[config.mk]
export PLATFORM = sky130hd
export DESIGN_NAME = charmap_writer
export DESIGN_NICKNAME = d
export VERILOG_FILES = /design/src/rtl/charmap_writer.sv
export SDC_FILE = /design/constraint.sdc
export NUM_CORES = 1
export LEC_CHECK = 0
export BUFFER_PORTS_ARGS = -buffer_cell sky130_fd_sc_hd__clkbuf_2
export CELL_PAD_IN_SITES_DETAIL_PLACEMENT = 0
export CELL_PAD_IN_SITES_GLOBAL_PLACEMENT = 1
export CORE_MARGIN = 2
export CORE_UTILIZATION = 28
export DETAILED_ROUTE_END_ITERATION = 10
export HOLD_SLACK_MARGIN = 0.08
export PLACE_DENSITY_LB_ADDON = 0.05
export REMOVE_ABC_BUFFERS = 1
export SLEW_MARGIN = 20
export SYNTH_ARGS = -nofsm -noshare
export SYNTH_HDL_FRONTEND = slang
export SYNTH_SLANG_ARGS = --single-unit
[constraint.sdc]
create_clock -name clk -period 4.15 [get_ports clk]
set_input_delay 0.83 -clock clk [delete_from_list [all_inputs] [get_ports clk]]
set_output_delay 0.83 -clock clk [all_outputs]
set_load 0.02 [all_outputs]
[src/rtl/charmap_writer.sv]
// charmap_writer
//   Turns a stream of character codes from the processor's text-print state
//   into writes to a character-map RAM. It keeps a text cursor, blanks each
//   new row as the cursor enters it, handles newline, backspace and
//   form-feed, and buffers incoming characters in a small FIFO while a row
//   or screen clear is running.
//
// Parameters
//   COLS  - text columns per row
//   ROWS  - text rows
//   DEPTH - character FIFO entries (power of two)
//
// Ports
//   clk        in   sole clock, rising edge
//   reset      in   asynchronous, active-high reset
//   textprint  in   one-cycle pulse, char_in valid this cycle
//   char_in    in   [7:0] character code
//   vram_we    out  character-map RAM write strobe
//   vram_addr  out  [11:0] cell address = row*COLS + col
//   vram_wdata out  [7:0] character written to the cell
//   cursor_row out  [4:0] current cursor row
//   cursor_col out  [6:0] current cursor column
//   busy       out  FSM not idle or FIFO non-empty
//   overflow   out  sticky: a character was dropped on a full FIFO
module charmap_writer #(
  parameter int COLS  = 80,
  parameter int ROWS  = 30,
  parameter int DEPTH = 8
) (
  input  logic        clk,
  input  logic        reset,
  input  logic        textprint,
  input  logic [7:0]  char_in,
  output logic        vram_we,
  output logic [11:0] vram_addr,
  output logic [7:0]  vram_wdata,
  output logic [4:0]  cursor_row,
  output logic [6:0]  cursor_col,
  output logic        busy,
  output logic        overflow
);

  localparam int PW = (DEPTH > 1) ? $clog2(DEPTH) : 1;
  localparam logic [PW:0]   FIFO_FULL = DEPTH[PW:0];
  localparam logic [PW:0]   CNT_ONE   = 1;
  localparam logic [PW-1:0] PTR_ONE   = 1;
  localparam logic [6:0]    COL_LAST  = 7'(COLS - 1);
  localparam logic [4:0]    ROW_LAST  = 5'(ROWS - 1);
  localparam logic [11:0]   CELL_LAST = 12'(ROWS * COLS - 1);
  localparam logic [7:0]    BLANK     = 8'h20;

  typedef enum logic [1:0] {IDLE, WRITE, ROWCLR, CLEAR} state_t;

  state_t state, state_nxt;

  logic [7:0]    fifo_mem [DEPTH];
  logic [PW-1:0] wr_ptr, rd_ptr;
  logic [PW:0]   count;
  logic          push, pop;
  logic [7:0]    head;

  // Pending write cell/data, row-clear progress and backspace marker
  logic [11:0] addr_q, addr_nxt;
  logic [7:0]  data_q, data_nxt;
  logic [6:0]  clr_cnt, clr_cnt_nxt;
  logic        bs_q, bs_nxt;
  logic [4:0]  row_nxt;
  logic [6:0]  col_nxt;

  function automatic logic [4:0] next_row(input logic [4:0] r);
    return (r == ROW_LAST) ? 5'd0 : r + 5'd1;
  endfunction

  function automatic logic [11:0] row_base(input logic [4:0] r);
    return 12'(r) * 12'(COLS);
  endfunction

  assign head = fifo_mem[rd_ptr];
  // A full FIFO still accepts a push when the head is popped the same cycle
  assign push = textprint && ((count != FIFO_FULL) || pop);
  assign busy = (state != IDLE) || (count != '0);

  always_comb begin
    state_nxt   = state;
    addr_nxt    = addr_q;
    data_nxt    = data_q;
    clr_cnt_nxt = clr_cnt;
    bs_nxt      = bs_q;
    row_nxt     = cursor_row;
    col_nxt     = cursor_col;
    pop         = 1'b0;
    vram_we     = 1'b0;
    vram_addr   = '0;
    vram_wdata  = '0;
    case (state)
      IDLE: begin
        if (count != '0) begin
          pop = 1'b1;
          if (head >= 8'h20 && head <= 8'h7E) begin
            state_nxt = WRITE;
            addr_nxt  = row_base(cursor_row) + 12'(cursor_col);
            data_nxt  = head;
            bs_nxt    = 1'b0;
          end else if (head == 8'h0A) begin
            state_nxt   = ROWCLR;
            col_nxt     = '0;
            row_nxt     = next_row(cursor_row);
            addr_nxt    = row_base(next_row(cursor_row));
            data_nxt    = BLANK;
            clr_cnt_nxt = '0;
          end else if (head == 8'h08) begin
            if (cursor_col != '0) begin
              state_nxt = WRITE;
              col_nxt   = cursor_col - 7'd1;
              addr_nxt  = row_base(cursor_row) + 12'(cursor_col) - 12'd1;
              data_nxt  = BLANK;
              bs_nxt    = 1'b1;
            end
          end else if (head == 8'h0C) begin
            state_nxt = CLEAR;
            addr_nxt  = '0;
            data_nxt  = BLANK;
          end
        end
      end
      WRITE: begin
        vram_we    = 1'b1;
        vram_addr  = addr_q;
        vram_wdata = data_q;
        state_nxt  = IDLE;
        // Backspace already moved the cursor when it was decoded
        if (!bs_q) begin
          if (cursor_col == COL_LAST) begin
            state_nxt   = ROWCLR;
            col_nxt     = '0;
            row_nxt     = next_row(cursor_row);
            addr_nxt    = row_base(next_row(cursor_row));
            data_nxt    = BLANK;
            clr_cnt_nxt = '0;
          end else begin
            col_nxt = cursor_col + 7'd1;
          end
        end
      end
      ROWCLR: begin
        vram_we    = 1'b1;
        vram_addr  = addr_q;
        vram_wdata = data_q;
        if (clr_cnt == COL_LAST) begin
          state_nxt = IDLE;
        end else begin
          clr_cnt_nxt = clr_cnt + 7'd1;
          addr_nxt    = addr_q + 12'd1;
        end
      end
      CLEAR: begin
        vram_we    = 1'b1;
        vram_addr  = addr_q;
        vram_wdata = data_q;
        if (addr_q == CELL_LAST) begin
          state_nxt = IDLE;
          row_nxt   = '0;
          col_nxt   = '0;
        end else begin
          addr_nxt = addr_q + 12'd1;
        end
      end
      default: state_nxt = IDLE;
    endcase
  end

  always_ff @(posedge clk or posedge reset) begin
    if (reset) begin
      state      <= IDLE;
      wr_ptr     <= '0;
      rd_ptr     <= '0;
      count      <= '0;
      overflow   <= 1'b0;
      cursor_row <= '0;
      cursor_col <= '0;
      addr_q     <= '0;
      data_q     <= '0;
      clr_cnt    <= '0;
      bs_q       <= 1'b0;
    end else begin
      state      <= state_nxt;
      cursor_row <= row_nxt;
      cursor_col <= col_nxt;
      addr_q     <= addr_nxt;
      data_q     <= data_nxt;
      clr_cnt    <= clr_cnt_nxt;
      bs_q       <= bs_nxt;
      if (push) wr_ptr <= wr_ptr + PTR_ONE;
      if (pop)  rd_ptr <= rd_ptr + PTR_ONE;
      case ({push, pop})
        2'b10:   count <= count + CNT_ONE;
        2'b01:   count <= count - CNT_ONE;
        default: count <= count;
      endcase
      if (textprint && !push) overflow <= 1'b1;
    end
  end

  // FIFO storage carries data only; occupancy and pointers define validity
  always_ff @(posedge clk) begin
    if (push) fifo_mem[wr_ptr] <= char_in;
  end

endmodule

==> reports/qor.txt, run 1 <==
outcome: finished, final reports clean
full die area: 0.0257 mm2
pre-CTS WS: 453 ps
Sink Count: 117
critical path peak fanout: 8
Syn Area/Cell: 11.2 um2
# setup viols final: 0
WL final: 19600 um
cells resized by post-CTS repair: 0
CP Class: reg2reg
Die W: 160 um
Post-synth EDFFs: 64
number of distinct library cells after synthesis: 81
Die Ht: 160 um
Final Max Tran Viols: 0
PwrDens: 807 mW/mm2
max_cap viols: 0
Leak: 3.19 nW
Post-CTS Setup Inserts: 0
CTS Hold Buffers Added: 0
synth warn: 0
Worst path max stage delay: 640 ps
pin count of the biggest net entering global routing: 33
#FFs+latches synth: 117
Starting Density: 0.283
H-tree Lvls: 4
CP Launch Type: flip-flop
synthesized instance count: 610
Sequential Area: 0.00325 mm2
DRC: 0
vias in the first global route: 5270
fin util: 0.334
IO Port Bufs: 45
share of layout cells above drive strength 1: 0.209
gp weighted congestion: 0.768
Nets: 706
part of the cycle the worst path needs: 0.897
final worst setup slack: 428 ps
Setup TNS: 0 ps
ys flop type: edfxtp_1
fin crit period: 3720 ps
TritonCTS clock tree: yes
Finished Layout Cells: 1002
number of routed nets with antenna violations: 0
clock-pin slew on the worst setup and hold paths: 70 ps
required time of the critical path: 4500 ps
Data arrival, critical path: 4070 ps
GRT Util Overall: 0.159
Antenna Cells: 0
initial drt markers: 223
Max Clock Skew: 16.2 ps
CP Capture Type: flip-flop
Fin Hold WS: 479 ps
Crit path top cell by count: ha_1
CTS Buffer Depth: 2
# IOs: 46
wire length per cell: 19.6 um
via count: 5032
Max Clock Freq: 269 MHz
placed insts: 970
Hold Violations, Final: 0
area of the multi-input gates: 0.00333 mm2
Slew Limit Headroom: 0.338
via-per-instance ratio: 5.02
initial antenna violation count: 0
Area growth, synth to finish: 17.9%
first-pass GRT wire length: 31300 um
actual slew at the worst max-slew pin: 990 ps
Pre-Repair DR Iteration Count: 5
Max rail drop VDD: 0.000295 V
crit path max-delay cell type: or4b_2
Clock Latency Late Sink: 420 ps
FP Rows: 57
sequential share of the synthesized area: 0.475
total grt overflow: 0
Hold WC Path Type: reg2reg
Mapped Area: 0.00683 mm2
crit path cell chain: ha_1, ha_1, fa_1, o211ai_1, or3_1, and2_1, or4b_2, or4_1, o221a_2, o21ai_2
root buf cell: clkbuf_16
Core Region: 0.0241 mm2
CTS Buf Count: 17
RSZ-0062 raised after global routing: no
FFs w/ async S/R, synth: 0.453
DP Wirelength: 14200 um
fillcell total: 2514
[worst max-delay path: cells and delay by family (launching register included)]
kind / cells / cell delay, ps
compound gates: 3 / 350
flops: 1 / 470
simple gates: 4 / 1720
fa+ha+maj: 3 / 1100
[power by group]
group	internal (mW)	total [mW]	switching [mW]
sequential	1.51	1.83	0.316
clock	0.816	1.49	0.678
combinational	1.22	3.18	1.96
[registers in the layout, summed over array words and instances, names as in the netlist, 3 cells and up]
signal	flops
fifo_mem	64
addr_q	12
data_q	8
clr_cnt	7
cursor_col	7
cursor_row	5
count	4
rd_ptr	3
wr_ptr	3
[final cells by class]
type	instances	area share
Clock buffer	17	0.0528
Clock inverter	15	0.0224
Inverter	22	0.0103
Multi-Input combinational cell	441	0.413
Sequential cell	117	0.403
Tap cell	324	0.0503
Timing Repair Buffer	66	0.0475
[final timing paths]
check / from / end / slack (ps) / cells after the start
setup / recovery: cursor_row[3]$_DFFE_PP0P_ / addr_q[10]$_DFFE_PP0P_ / 430 / 10
hold / removal: data_q[7]$_DFFE_PP0P_ / data_q[7]$_DFFE_PP0P_ / 480 / 1
setup reg to reg: cursor_row[3]$_DFFE_PP0P_ / addr_q[10]$_DFFE_PP0P_ / 430 / 10
hold reg to reg: data_q[7]$_DFFE_PP0P_ / data_q[7]$_DFFE_PP0P_ / 480 / 1
max in group asynchronous: reset / data_q[4]$_DFFE_PP0P_ / 2880 / 3
min in group asynchronous: reset / cursor_col[5]$_DFFE_PP0P_ / 550 / 2
[synth_stat cells (11+ instances only)]
library cell	number	share of area
o21ai_0	27	0.020
mux4_2	16	0.053
ha_1	26	0.048
inv_1	21	0.012
nand3_1	13	0.0095
nand2_1	52	0.029
dfrtp_1	53	0.19
edfxtp_1	64	0.28
and2_1	27	0.025
o31ai_1	18	0.020
nor2_1	46	0.025
nand2b_1	12	0.011
clkbuf_1	17	0.0093
nor3_1	14	0.010
xnor2_1	14	0.018
a21oi_1	29	0.021
xor2_1	11	0.014
[kinds of logic after synthesis]
logic type / share of synthesized area
AO/OA/AOI/OAI: 0.149
XOR/XNOR: 0.0353
adder cells (fa/ha/maj): 0.0593
buffers and inverters: 0.0372
flip-flops: 0.475
multiplexers: 0.0784
AND/OR/NAND/NOR: 0.165
[stage by stage]
stage | area, um2 | power [mW]
2_1_floorplan | 6660 | 3.94
3_3_place_gp | 7450 | 5.07
3_5_place_dp | 7450 | 5.07
4_1_cts | 8050 | 6.59
5_1_grt | 8050 | 6.98
6_report | 8050 | 6.50
[routing by layer]
layer | up-vias | track usage | wire (um)
li1 | 2410 | - | -
met1 | 2521 | 0.203 | 9020
met2 | 81 | 0.277 | 9870
met3 | 20 | 0.0278 | 468
met4 | 0 | 0.0459 | 289
met5 | - | 0 | 0
[cell usage in the layout (no fill, tap or decap), types with 21 or more instances in the layout]
cell and instances:
a21oi_1 29, and2_1 27, buf_4 21, clkbuf_2 45, dfrtp_1 53, edfxtp_1 64, ha_1 26, nand2_1 52
nor2_1 46, o21ai_0 26
No activity file was read; power rests on OpenSTA's default activity.
==> inputs of run 2 (changes only) <==
RECOVER_POWER = 50   (was unset)
==> run 2 against run 1 <==
Clock-buffer cell count is the same. Worst hold slack got worse by 0.55 ps. Final cell count stayed put. Fmax is essentially flat. Sequential cell count did not move. Highest routed layer unchanged. Clock power about the same. Critical endpoint unchanged. Sequential power about the same. Clock skew grew 0.69 ps. Combinational power about the same. Die area stayed put.
==> reports/qor.txt, run 2 (synthesis results as in run 1) <==
CP Capture Type: flip-flop
Slew Limit Headroom: 0.0356
GRT Util Overall: 0.159
Setup TNS: 0 ps
root buf cell: clkbuf_16
# setup viols final: 0
Sequential Area: 0.00325 mm2
CP Class: reg2reg
Starting Density: 0.283
IO Port Bufs: 45
DRC: 0
leading cell types in the layout, fill and taps excluded: 64 x edfxtp_1, 53 x dfrtp_1, 52 x nand2_1
Final Max Tran Viols: 0
Antenna Cells: 0
wire length per cell: 19.6 um
outcome: finished, final reports clean
CTS Hold Buffers Added: 0
Leak: 3.11 nW
Hold Violations, Final: 0
Max rail drop VDD: 0.000293 V
actual slew at the worst max-slew pin: 1440 ps
Max Clock Skew: 16.9 ps
PwrDens: 808 mW/mm2
FP Rows: 57
area of the multi-input gates: 0.00333 mm2
via count: 5044
Area growth, synth to finish: 17.3%
cells resized by post-CTS repair: 0
number of routed nets with antenna violations: 0
total grt overflow: 0
first-pass GRT wire length: 31300 um
DP Wirelength: 14200 um
Die Ht: 160 um
Nets: 706
Max Clock Freq: 269 MHz
most common cell after layout, fill and taps aside: edfxtp_1
TritonCTS clock tree: yes
placed insts: 970
Core Region: 0.0241 mm2
CTS Buffer Depth: 2
H-tree Lvls: 4
Data arrival, critical path: 4070 ps
Post-CTS Setup Inserts: 0
RSZ-0062 raised after global routing: no
initial antenna violation count: 0
required time of the critical path: 4500 ps
Sink Count: 117
fin crit period: 3720 ps
Pre-Repair DR Iteration Count: 5
Largest Register: fifo_mem
gp weighted congestion: 0.768
Fin Hold WS: 478 ps
critical path peak fanout: 8
Top Registers: fifo_mem: 64 flops, addr_q: 12 flops, data_q: 8 flops
fillcell total: 2524
max_cap viols: 0
initial drt markers: 225
pin count of the biggest net entering global routing: 33
max reg flops: 64
# IOs: 46
WL final: 19700 um
part of the cycle the worst path needs: 0.897
Finished Layout Cells: 1002
vias in the first global route: 5270
share of layout cells above drive strength 1: 0.173
clock-pin slew on the worst setup and hold paths: 70 ps
Hold WC Path Type: reg2reg
CTS Buf Count: 17
Die W: 160 um
via-per-instance ratio: 5.03
full die area: 0.0257 mm2
CP Launch Type: flip-flop
Clock Latency Late Sink: 420 ps
-- run 2: cell count changes in the layout (fill, tap and decap cells not counted) --
cell	before	now
inv_2	1	0
clkbuf_1	0	24
buf_4	21	17
and2_1	27	26
inv_1	20	21
and2_0	1	2
clkbuf_2	45	25
-- run 2: worst max-delay path, stage by stage (launching register included) --
cell,delay [ps]
dfrtp_1,480
ha_1,320
ha_1,230
fa_1,550
o211ai_1,110
or3_1,370
and2_1,230
or4b_2,640
or4_1,480
o221a_2,140
o21ai_2,100
-- run 2: report_power, final --
group | leakage (nW) | internal (mW) | switching, mW
sequential | 1.26 | 1.51 | 0.314
combinational | 1.56 | 1.20 | 1.96
clock | 0.292 | 0.816 | 0.679
-- run 2: area by class of cell --
class                      instances  area share
multi-input combinational        441       0.415
clock inverter                    15      0.0225
tap                              324      0.0506
timing repair buffer              66      0.0428
inverter                          22      0.0103
clock buffer                      17      0.0531
sequential                       117       0.405
-- run 2: through the flow --
step	setup slack [ps]	area (um2)	power, mW	utilization
finish	428	8010	6.48	0.332
global route	285	8010	6.95	0.332
CTS	422	8050	6.59	0.334
detailed placement	453	7450	5.07	0.309
global placement	493	7450	5.07	0.309
floorplan	580	6660	3.94	-
-- run 2: per-layer routing --
metal | track usage | wire, um
met3 | 0.0278 | 530
met2 | 0.277 | 9940
met4 | 0.0459 | 224
met1 | 0.203 | 8970
met5 | 0 | 0
-- run 2: worst paths after layout --
check                                                  to  slack (ps)                       from  depth (start not counted)
worst min-delay path                 overflow$_DFFE_PP0P_         480       overflow$_DFFE_PP0P_                          1
worst max register to register     addr_q[10]$_DFFE_PP0P_         430  cursor_row[3]$_DFFE_PP0P_                         10
worst min register to register       overflow$_DFFE_PP0P_         480       overflow$_DFFE_PP0P_                          1
max in group asynchronous           data_q[4]$_DFFE_PP0P_        1930                      reset                          3
worst max-delay path               addr_q[10]$_DFFE_PP0P_         430  cursor_row[3]$_DFFE_PP0P_                         10
min in group asynchronous       cursor_col[5]$_DFFE_PP0P_         810                      reset                          2
==> inputs of run 3 (changes only) <==
==> constraint.sdc (replaced) <==
create_clock -name clk -period 4.15 [get_ports clk]
set_input_delay 0.83 -clock clk [delete_from_list [all_inputs] [get_ports clk]]
set_output_delay 0.83 -clock clk [all_outputs]
set_load 0.1 [all_outputs]
==> run 3 against run 2 <==
The run now ends with capacitance limit, slew limit left. Sequential cell count unchanged. Final area increased by 3.3%. Fmax decreased by 0.27%. Non-clock buffer count increased by 1. Global-route usage decreased by 0.25 points. Register-to-register slack about the same. Total power increased by 15%. Combinational power increased by 30%. Worst hold slack about the same.
==> reports/qor.txt, run 3 (synthesis results as in run 1) <==
max reg flops: 64
vias in the first global route: 5159
FP Rows: 57
Max Clock Skew: 20.7 ps
wire length per cell: 19.4 um
via count: 5008
Cell Int Power: 3.71 mW
full die area: 0.0257 mm2
clock-pin slew on the worst setup and hold paths: 70 ps
Die W: 160 um
fin crit period: 3730 ps
share of layout cells above drive strength 1: 0.180
Area growth, synth to finish: 21.1%
Max Clock Freq: 268 MHz
cells resized by post-CTS repair: 0
H-tree Lvls: 4
met2 Use GR: 0.267
CP Launch Type: flip-flop
DRC: 0
gp weighted congestion: 0.765
Die Ht: 160 um
critical path peak fanout: 8
Clk pwr share: 0.198
CTS Buf Count: 17
Largest Register: fifo_mem
switch share: 0.499
P_sw: 3.71 mW
total grt overflow: 0
Setup TNS: 0 ps
root buf cell: clkbuf_16
max_cap viols: 1
# setup viols final: 0
sequential power share: 0.250
most common cell after layout, fill and taps aside: edfxtp_1
TritonCTS clock tree: yes
via-per-instance ratio: 4.99
CTS Buffer Depth: 2
required time of the critical path: 4500 ps
Pre-Repair DR Iteration Count: 4
WL final: 19400 um
Clock Latency Late Sink: 430 ps
pin count of the biggest net entering global routing: 41
grt peak-use layer: met2
RSZ-0062 raised after global routing: no
# IOs: 46
CTS Hold Buffers Added: 0
Sink Count: 117
Final Max Tran Viols: 41
outcome: complete, but fails checks
initial drt markers: 219
failing checks: capacitance limit, slew limit
number of routed nets with antenna violations: 0
DP Wirelength: 13900 um
met1 Resource Use GR: 0.205
Leak: 3.18 nW
GRT Util Overall: 0.157
first-pass GRT wire length: 30900 um
Hold WC Path Type: reg2reg
Max rail drop VDD: 0.000359 V
part of the cycle the worst path needs: 0.899
Starting Density: 0.283
Post-CTS Setup Inserts: 0
Fin Hold WS: 478 ps
Gate power share: 0.552
Top Registers: fifo_mem: 64 flops, addr_q: 12 flops, data_q: 8 flops
initial antenna violation count: 0
PwrDens: 896 mW/mm2
actual slew at the worst max-slew pin: 2100 ps
Hold Violations, Final: 0
CP Class: reg2reg
Data arrival, critical path: 4080 ps
Nets: 707
IO Port Bufs: 45
M3 GR Usage: 0.0283
Core Region: 0.0241 mm2
CP Capture Type: flip-flop
leading cell types in the layout, fill and taps excluded: 64 x edfxtp_1, 53 x dfrtp_1, 52 x nand2_1
Slew Limit Headroom: -0.406
Antenna Cells: 0
[run 3: changes by cell type in the layout (fill, tap and decap cells not counted), sizes merged]
cell and change:
clkbuf -19, buf +20, inv +1, clkinvlp +2
clkinv -3
[run 3: worst max-delay path, cell delays in order, from the launching register on]
cell and delay, ps:
dfrtp_1 490, ha_1 330, ha_1 230, fa_1 560, o211ai_1 120, or3_1 350, and2_1 230, or4b_2 640
or4_1 480, o221a_2 140, o21ai_2 100
[run 3: final timing paths]
check	start	to	slack, ps	cells past startpoint
setup / recovery	cursor_row[3]$_DFFE_PP0P_	addr_q[10]$_DFFE_PP0P_	420	10
max in group asynchronous	reset	data_q[6]$_DFFE_PP0P_	1770	3
setup reg to reg	cursor_row[3]$_DFFE_PP0P_	addr_q[10]$_DFFE_PP0P_	420	10
hold / removal	data_q[0]$_DFFE_PP0P_	data_q[0]$_DFFE_PP0P_	480	2
hold reg to reg	data_q[0]$_DFFE_PP0P_	data_q[0]$_DFFE_PP0P_	480	2
min in group asynchronous	reset	cursor_col[0]$_DFFE_PP0P_	930	2
[run 3: per-layer routing]
layer / vias up / wire length [um]
met5: - / 0
met4: 0 / 257
met3: 17 / 548
met2: 78 / 9750
met1: 2498 / 8890
li1: 2415 / -
[run 3: area by class of cell]
class	instances	area, um2
flip-flops and latches	117	3250
well taps	324	405
repair buffers	67	627
fillers	2460	15800
clock inverters	15	156
clock buffers	17	425
inverters	22	83.8
multi-input cells	441	3330
[run 3: power by group through the flow]
stage / sequential (mW) / combinational (mW) / clock, mW
after global routing: 1.91 / 4.42 / 1.56
after floorplan: 2.18 / 2.50 / 0
final: 1.86 / 4.09 / 1.47
after CTS: 1.86 / 4.16 / 1.51
after detailed placement: 1.89 / 4.15 / 0
after global placement: 1.88 / 4.17 / 0
[run 3: metrics by stage]
step / util / worst slack (ps) / power, mW / area, um2 / std cells
final: 0.343 / 418 / 7.42 / 8280 / 1003
after global placement: 0.321 / 494 / 6.05 / 7730 / 971
after floorplan: - / 16.0 / 4.68 / 6660 / 580
after global routing: 0.343 / 233 / 7.89 / 8280 / 1003
after detailed placement: 0.321 / 457 / 6.04 / 7730 / 971
after CTS: 0.345 / 425 / 7.53 / 8310 / 1003
